`src/rtl/id_stage.sv`:
```
// Instruction-decode stage: IF/ID pipeline register, 32x32 register file with
// optional write-back bypass, immediate generation, source-use decode and
// load-use hazard detection.
//
// Ports:
//   CLK, RST_N                  clock, asynchronous active-low reset
//   PC_IF, PC4_IF, IDATA_IF     fetched PC, PC+4 and instruction
//   isBranch_E                  taken branch/jump in EX, flushes this stage
//   MEMREAD_E, RD_E             load in EX and its destination (hazard check)
//   RWE_W, RD_W, RDATA_W        register-file write-back port
//   STALL_ID                    hold fetch PC and IF/ID register this cycle
//   VALID_ID                    ID content is issued to EX this cycle
//   PC_ID, PC4_ID, IR_ID        registered PC, PC+4, instruction
//   RS1_ID, RS2_ID, RD_ID       register index fields of IR_ID
//   RS1DATA_ID, RS2DATA_ID      source operands
//   IMM_ID                      sign-extended immediate
//   ILLEGAL_ID                  opcode outside RV32I while the stage is valid
module id_stage #(
    parameter logic [31:0] NOP_INST  = 32'h0000_0013,
    parameter bit          RF_BYPASS = 1'b1
) (
    input  logic        CLK,
    input  logic        RST_N,
    input  logic [31:0] PC_IF,
    input  logic [31:0] PC4_IF,
    input  logic [31:0] IDATA_IF,
    input  logic        isBranch_E,
    input  logic        MEMREAD_E,
    input  logic [4:0]  RD_E,
    input  logic        RWE_W,
    input  logic [4:0]  RD_W,
    input  logic [31:0] RDATA_W,
    output logic        STALL_ID,
    output logic        VALID_ID,
    output logic [31:0] PC_ID,
    output logic [31:0] PC4_ID,
    output logic [31:0] IR_ID,
    output logic [4:0]  RS1_ID,
    output logic [4:0]  RS2_ID,
    output logic [4:0]  RD_ID,
    output logic [31:0] RS1DATA_ID,
    output logic [31:0] RS2DATA_ID,
    output logic [31:0] IMM_ID,
    output logic        ILLEGAL_ID
);

    localparam logic [6:0] OpLoad   = 7'b0000011;
    localparam logic [6:0] OpFence  = 7'b0001111;
    localparam logic [6:0] OpImm    = 7'b0010011;
    localparam logic [6:0] OpAuipc  = 7'b0010111;
    localparam logic [6:0] OpStore  = 7'b0100011;
    localparam logic [6:0] OpReg    = 7'b0110011;
    localparam logic [6:0] OpLui    = 7'b0110111;
    localparam logic [6:0] OpBranch = 7'b1100011;
    localparam logic [6:0] OpJalr   = 7'b1100111;
    localparam logic [6:0] OpJal    = 7'b1101111;
    localparam logic [6:0] OpSystem = 7'b1110011;

    logic        valid_q;
    logic [31:0] pc_q;
    logic [31:0] pc4_q;
    logic [31:0] ir_q;
    logic [31:0] regs_q [32];

    logic [6:0]  opcode;
    logic        rs1_used;
    logic        rs2_used;
    logic        legal;
    logic [31:0] imm;
    logic        wb_hit;

    // IF/ID register: flush has priority over stall.
    always_ff @(posedge CLK or negedge RST_N) begin
        if (!RST_N) begin
            valid_q <= 1'b0;
            pc_q    <= '0;
            pc4_q   <= '0;
            ir_q    <= NOP_INST;
        end else if (isBranch_E) begin
            valid_q <= 1'b0;
            ir_q    <= NOP_INST;
        end else if (!STALL_ID) begin
            valid_q <= 1'b1;
            pc_q    <= PC_IF;
            pc4_q   <= PC4_IF;
            ir_q    <= IDATA_IF;
        end
    end

    // Register file; x0 is never written so it always holds zero.
    always_ff @(posedge CLK or negedge RST_N) begin
        if (!RST_N) begin
            for (int i = 0; i < 32; i++) begin
                regs_q[i] <= '0;
            end
        end else if (RWE_W && (RD_W != 5'd0)) begin
            regs_q[RD_W] <= RDATA_W;
        end
    end

    assign opcode = ir_q[6:0];
    assign RS1_ID = ir_q[19:15];
    assign RS2_ID = ir_q[24:20];
    assign RD_ID  = ir_q[11:7];
    assign wb_hit = RWE_W && (RD_W != 5'd0);

    always_comb begin
        RS1DATA_ID = '0;
        RS2DATA_ID = '0;
        if (RS1_ID != 5'd0) begin
            if (RF_BYPASS && wb_hit && (RD_W == RS1_ID)) RS1DATA_ID = RDATA_W;
            else                                          RS1DATA_ID = regs_q[RS1_ID];
        end
        if (RS2_ID != 5'd0) begin
            if (RF_BYPASS && wb_hit && (RD_W == RS2_ID)) RS2DATA_ID = RDATA_W;
            else                                          RS2DATA_ID = regs_q[RS2_ID];
        end
    end

    // Opcode decode: source usage, legality and immediate format.
    always_comb begin
        rs1_used = 1'b1;
        rs2_used = 1'b0;
        legal    = 1'b1;
        imm      = '0;
        case (opcode)
            OpLoad, OpImm, OpJalr: imm = {{20{ir_q[31]}}, ir_q[31:20]};
            OpStore: begin
                rs2_used = 1'b1;
                imm      = {{20{ir_q[31]}}, ir_q[31:25], ir_q[11:7]};
            end
            OpBranch: begin
                rs2_used = 1'b1;
                imm      = {{19{ir_q[31]}}, ir_q[31], ir_q[7], ir_q[30:25], ir_q[11:8], 1'b0};
            end
            OpLui, OpAuipc: begin
                rs1_used = 1'b0;
                imm      = {ir_q[31:12], 12'b0};
            end
            OpJal: begin
                rs1_used = 1'b0;
                imm      = {{11{ir_q[31]}}, ir_q[31], ir_q[19:12], ir_q[20], ir_q[30:21], 1'b0};
            end
            OpReg:             rs2_used = 1'b1;
            OpFence, OpSystem: ;
            default:           legal = 1'b0;
        endcase
    end

    assign IMM_ID     = imm;
    assign ILLEGAL_ID = valid_q & ~legal;

    // Load-use hazard; a flush kills the stalled instruction anyway.
    assign STALL_ID = valid_q & MEMREAD_E & (RD_E != 5'd0) & ~isBranch_E &
                      ((rs1_used & (RS1_ID == RD_E)) | (rs2_used & (RS2_ID == RD_E)));

    assign VALID_ID = valid_q & ~STALL_ID & ~isBranch_E;
    assign PC_ID    = pc_q;
    assign PC4_ID   = pc4_q;
    assign IR_ID    = ir_q;

endmodule

```
`config.mk`:
```
export PLATFORM = sky130hd
export DESIGN_NAME = id_stage
export DESIGN_NICKNAME = d
export VERILOG_FILES = /design/src/rtl/id_stage.sv
export SDC_FILE = /design/constraint.sdc
export NUM_CORES = 2
export LEC_CHECK = 0
export ABC_AREA = 1
export BUFFER_PORTS_ARGS = -buffer_cell sky130_fd_sc_hd__buf_4
export CORE_MARGIN = 2
export CORE_UTILIZATION = 40
export CTS_BUF_LIST = sky130_fd_sc_hd__clkbuf_8
export CTS_CLUSTER_DIAMETER = 200
export DETAILED_ROUTE_END_ITERATION = 10
export PLACE_DENSITY = 0.58
export SYNTH_ARGS = -nofsm -noshare
export SYNTH_HDL_FRONTEND = slang
export SYNTH_SLANG_ARGS = --single-unit
export TNS_END_PERCENT = 5
```
`constraint.sdc`:
```
create_clock -name CLK -period 1.7 [get_ports CLK]
set_input_delay 0.085 -clock CLK [delete_from_list [all_inputs] [get_ports CLK]]
set_output_delay 0.085 -clock CLK [all_outputs]
set_load 0.01 [all_outputs]
```
**Word-level counts from Yosys, hierarchy flattened**

Index checks and enable logic that the tools add are counted.

- Register bits: 1121
- Input port bits: 143
- Output and inout port bits: 210
- Word-level logic and storage cells: 107

- Magnitude comparators: 4
- Eq/ne operators: 16
- Mux-type cells: 21
- Bitwise operators: 16
- Reduce and logical (&&, ||, !) cells: 14

Operators with widths:

| kind | number |
|---|---|
| bitwise mux 1024 bit | 1 |
| 2-to-1 mux 32 bit | 11 |
| binary-select mux 32 bit (select 5 bit) | 2 |
| demux 32 bit (select 5 bit) | 1 |
| case mux 32 bit (5 select lines) | 1 |
| == test 7 bit (second input constant) | 4 |
| == test 7 x 6 -> 1 bit (second input constant) | 3 |
| == test 5 bit | 4 |
| nonzero test 5 bit | 4 |
| >= comparator 6 bit (second input constant) | 3 |
| NOT 5 -> 6 bit | 3 |
| == test 7 x 5 -> 1 bit (second input constant) | 2 |
| OR reduction 11 bit | 1 |
| bitwise AND 1 bit | 9 |
| OR reduction 3 bit | 3 |
| == test 7 x 2 -> 1 bit (second input constant) | 1 |
| == test 7 x 4 -> 1 bit (second input constant) | 1 |
| less-than comparator 6 x 1 -> 1 bit (second input constant) | 1 |
| 2-to-1 mux 1 bit | 5 |
| logical AND 1 bit | 4 |
| NOT 1 bit | 3 |
| inequality test 2 bit (second input constant) | 1 |
| AND reduction 2 bit | 1 |
| OR reduction 2 bit | 1 |
| bitwise OR 1 bit | 1 |

**Longest topological paths before layout**

- Depth after elaboration: 9
- Mapped depth: 14
- Gate-level depth less buffers: 12

**Worst setup path after synthesis**

Ideal clock, no wire load.

- Path kind: register to output
- From: register ir_q[15] (netlist: IR_ID[15])
- To: output RS1DATA_ID[27]
- Data arrival time: 1.842 ns
- Data required time: 1.615 ns
- Path slack: -0.227 ns
- Cell stages (with the launch flop): 12
- Buffers on the path: 4
- Cell sequence: dfrtp_1 -> buf_2 -> inv_1 -> clkbuf_1 -> buf_2 -> buf_2 -> o21ai_0 -> nand3_1 -> nand3_1 -> a21oi_1 -> nor2_1 -> nor2_1

- Word-level cells in the longest chain between the ends: 6
- Elaborated cells on any way between the ends: 9
- Those cells by class: eq/ne: 1; mux: 5; bitwise: 1; reduce/logical: 2

Ends and longest elaborated chain:

| element | line | text |
|---|---|---|
| from (decl) | 62 | `logic [31:0] ir_q;` |
| from (signal assigned) | 78 | `ir_q <= NOP_INST;` |
| from (signal assigned) | 81 | `ir_q <= NOP_INST;` |
| from (signal assigned) | 86 | `ir_q <= IDATA_IF;` |
| NOT 5 -> 6 bit (implied by the code) | 112 | `else RS1DATA_ID = regs_q[RS1_ID];` |
| binary-select mux 32 bit (select 5 bit) | 112 |  |
| 2-to-1 mux 32 bit (implied by the code) (2 in a row) | 112 |  |
| 2-to-1 mux 32 bit | 111 | `if (RF_BYPASS && wb_hit && (RD_W == RS1_ID)) RS1DATA_ID = RDATA_W;` |
| 2-to-1 mux 32 bit (*) | 110 | `if (RS1_ID != 5'd0) begin` |
| to (decl) | 41 | `output logic [31:0] RS1DATA_ID,` |

Mark *: on every way between the ends. The rest lies on a longest branch, timed or not. The select of a mux whose other input is x is not followed.

**Worst setup path after layout**

- From: register ir_q[21] (netlist: IR_ID[21])
- To: output RS2DATA_ID[23]

- Word-level cells in the longest chain between the ends: 6
- Elaborated cells on any way between the ends: 9
- Those cells by class: eq/ne: 1; mux: 5; bitwise: 1; reduce/logical: 2

Ends and longest elaborated chain:

| element | line | text |
|---|---|---|
| NOT 5 -> 6 bit (implied by the code) | 116 | `else RS2DATA_ID = regs_q[RS2_ID];` |
| binary-select mux 32 bit (select 5 bit) | 116 |  |
| 2-to-1 mux 32 bit (implied by the code) (2 in a row) | 116 |  |
| 2-to-1 mux 32 bit | 115 | `if (RF_BYPASS && wb_hit && (RD_W == RS2_ID)) RS2DATA_ID = RDATA_W;` |
| 2-to-1 mux 32 bit (*) | 114 | `if (RS2_ID != 5'd0) begin` |
| to (decl) | 42 | `output logic [31:0] RS2DATA_ID,` |

Marks and branches as above.

==> out/qor.txt <==
Largest net degree at the start of global routing: 97
Max Slew Vio Count: 0
Fillers: 14859
Lkg Pwr: 41.80 nW
Reg2reg setup slack: -710 ps
Status: complete, but fails checks
Area of the core: 157800 um^2
Clk_lat worst skew: 970 ps
Count of final hold-check violations: 24
Synthesized netlist net count: 9378
Via count: 70692
HP Class: input port to register
CP cell instances: buf_6, inv_12, buf_16, buf_12, buf_16, buf_12, nand3_2, nand3_2, nand2_1, nand2_1, nand2_2, nor2_4, nor2_2, nor2_4, buf_6
Crit start category: register
H-tree Lvls: 4
Async set-or-reset flop fraction in the synthesized netlist: 100.0%
P&R area growth vs syn: 35.19%
Pwr per Cell Area: 971.8 nW/um^2
Fin Setup TNS: -191870 ps
Critical Path Fanout Max: 6
Final net count: 10222
Hold_sp: RD_E[4]
Clock skew: 32.36 ps
Die area: 161600 um^2
Reg2Reg Capture Point: PC4_ID[19]
HPWL after DPL: 179500 um
Flops & latches, synth: 1121
Most common cell after layout, fill and taps aside: nand2_1
Ys Warns: 0
Setup violations, final: 236
WP data arrival: 3160 ps
Multi-input gate area: 30530 um^2
Row cnt: 146
Initial antenna violation count: 22
Global-route usage over all layers: 36.15%
Initial Utilization: 40.14%
First-pass detailed-route iteration total: 7
Critical Path End: RS2DATA_ID[23]
FF+latch area: 28090 um^2
WS Path Type: register to output pin
Ports: 353
Global-route wire length before repair: 439000 um
CP endpoint kind: output pin
CTS tree: done
Place WS: -845.2 ps
Initial DRC Count: 10270
Wire per inst: 24.54 um
Mean post-synth cell area: 6.860 um^2
Worst setup margin: -1550 ps
Number of synthesized flops with an enable pin: 0
Num CTS Buffers: 205
Max Cap Viol: 0
WP data required: 1620 ps
Clk buf depth: 3
Failing checks: hold timing, setup timing
Netlist cell types: 28
Max Clk Rate: 0.3077 GHz
Part of the Yosys area used for sequential elements: 44.29%
Max incr delay on CP: 520 ps
Slew margin rel.: 49.99%
Sink Count: 1121
Post-synthesis cell count: 9235
Worst Max-Slew Pin Slew: 749.3 ps
Hold_ws: -97.17 ps
Root Buffer: clkbuf_8
Gr ovfl total: 0
Die X: 402.0 um
Final wirelength: 302400 um
Ys flop type: dfrtp_1
Port buffer count: 352
RSZ-0062 raised after global routing: yes
Vias in the first global route: 66022
Final Wtd Congestion: 0.9296
Commonest non-fill, non-tap cells in the layout: 2892 x nand2_1, 1241 x nand3_1, 1120 x o21ai_0
R2R Path Start: IR_ID[15]
Layout cell share with drive strength beyond 1: 18.51%
Slowest CP cell: dfrtp_4
R2R depth: 14
Die Ht: 402.0 um
Post-route minimum period: 3250 ps
Clk pin slew, worst setup/hold paths: 70 ps
Remaining DRCs: 0
Tcrit/Tclk final: 191.2%
Worst Setup SP: IR_ID[21]
Peak VDD IR: 786.1 uV
Hold bufs inserted after CTS: 266
Mapped Area: 63350 um^2
Via density per instance: 5.736
Final ANT Viol Nets: 0
[worst max-delay path: cells and delay by family, from the launching register on]
kind	cells	cell delay, ps
AND/OR/NAND/NOR	8	760
buffers and inverters	7	860
flip-flops	1	520
[per-layer routing]
| layer | up-vias | routed length (um) | global-route usage [%] |
|---|---|---|---|
| met2 | 4498 | 130900 | 54.38 |
| met3 | 1099 | 32960 | 7.595 |
| met5 | - | 83 | 0 |
| li1 | 31459 | - | - |
| met4 | 12 | 19170 | 20.27 |
| met1 | 33624 | 119300 | 48.44 |
[what timing repair did]
item                                    4_1_cts  5_1_grt
cloned                                       47       15
endpoints found under the hold margin      2210       13
endpoints found under the setup margin      227      247
pin swaps                                   110       94
setup buffers                                67       22
resized for setup                           478      261
[flip-flops by register name, indices dropped and copies added (netlist names)]
register,cells
IR_ID,32
PC4_ID,32
PC_ID,32
regs_q,1024
valid_q,1
[cell usage after synthesis (6+ instances only)]
master,number,area share (%)
o21ai_1,76,0.60
buf_2,128,1.0
o22ai_1,6,0.059
nand2_1,2988,18
buf_4,15,0.18
a21oi_1,192,1.5
inv_2,12,0.071
nor3_1,8,0.063
o21ai_0,1245,9.8
or2_2,43,0.42
nor2_1,306,1.8
o211ai_1,207,2.5
nand4_1,11,0.11
clkbuf_1,573,3.4
inv_1,879,5.2
xnor2_1,9,0.12
dfrtp_1,1118,44
buf_1,66,0.39
nand3_1,1331,11
[cells by family after synthesis]
family / count (synthesis) / synth area share, %
simple gates: 4697 / 30.77
xor+xnor: 14 / 0.1936
buf+inv: 1676 / 10.27
compound gates: 1727 / 14.48
flops: 1121 / 44.29
[where the power goes]
group	switching, mW	internal [mW]	total (mW)	leakage, nW
sequential	2.95	31.5	34.4	14.2
combinational	13.0	8.97	22.0	25.2
clock	12.5	14.3	26.8	2.41
[cell type report]
class                      instances  share of cell area (%)
multi-input combinational       6438                   35.65
sequential                      1121                   32.80
timing repair buffer            1415                   19.52
clock buffer                     264                   4.243
inverter                         894                   4.018
tap                             2072                   3.027
clock inverter                   102                  0.6487
timing repair inverter             4                 0.05844
antenna                           15                 0.04383
[worst min path at each step]
stage,endpoint,slack [ps],depth (start not counted)
floorplan,IR_ID[10],-210,0
global placement,regs_q[228],320,2
detailed placement,IR_ID[0],320,3
CTS,IR_ID[7],-170,8
global route,IR_ID[7],-70,8
finish,IR_ID[2],-100,8
[metrics by stage]
step | instances | utilization [%] | area, um^2 | total power, mW | hold slack [ps]
floorplan | 9235 | - | 64000 | 45.76 | -210.6
global placement | 11539 | 46.87 | 73970 | 53.33 | 316.2
detailed placement | 11539 | 46.87 | 73970 | 53.79 | 317.8
CTS | 12279 | 53.44 | 84340 | 82.44 | -174.4
global route | 12319 | 54.25 | 85630 | 87.59 | -74.99
finish | 12325 | 54.26 | 85640 | 83.22 | -97.17
No activity file was read; power rests on OpenSTA's default activity.
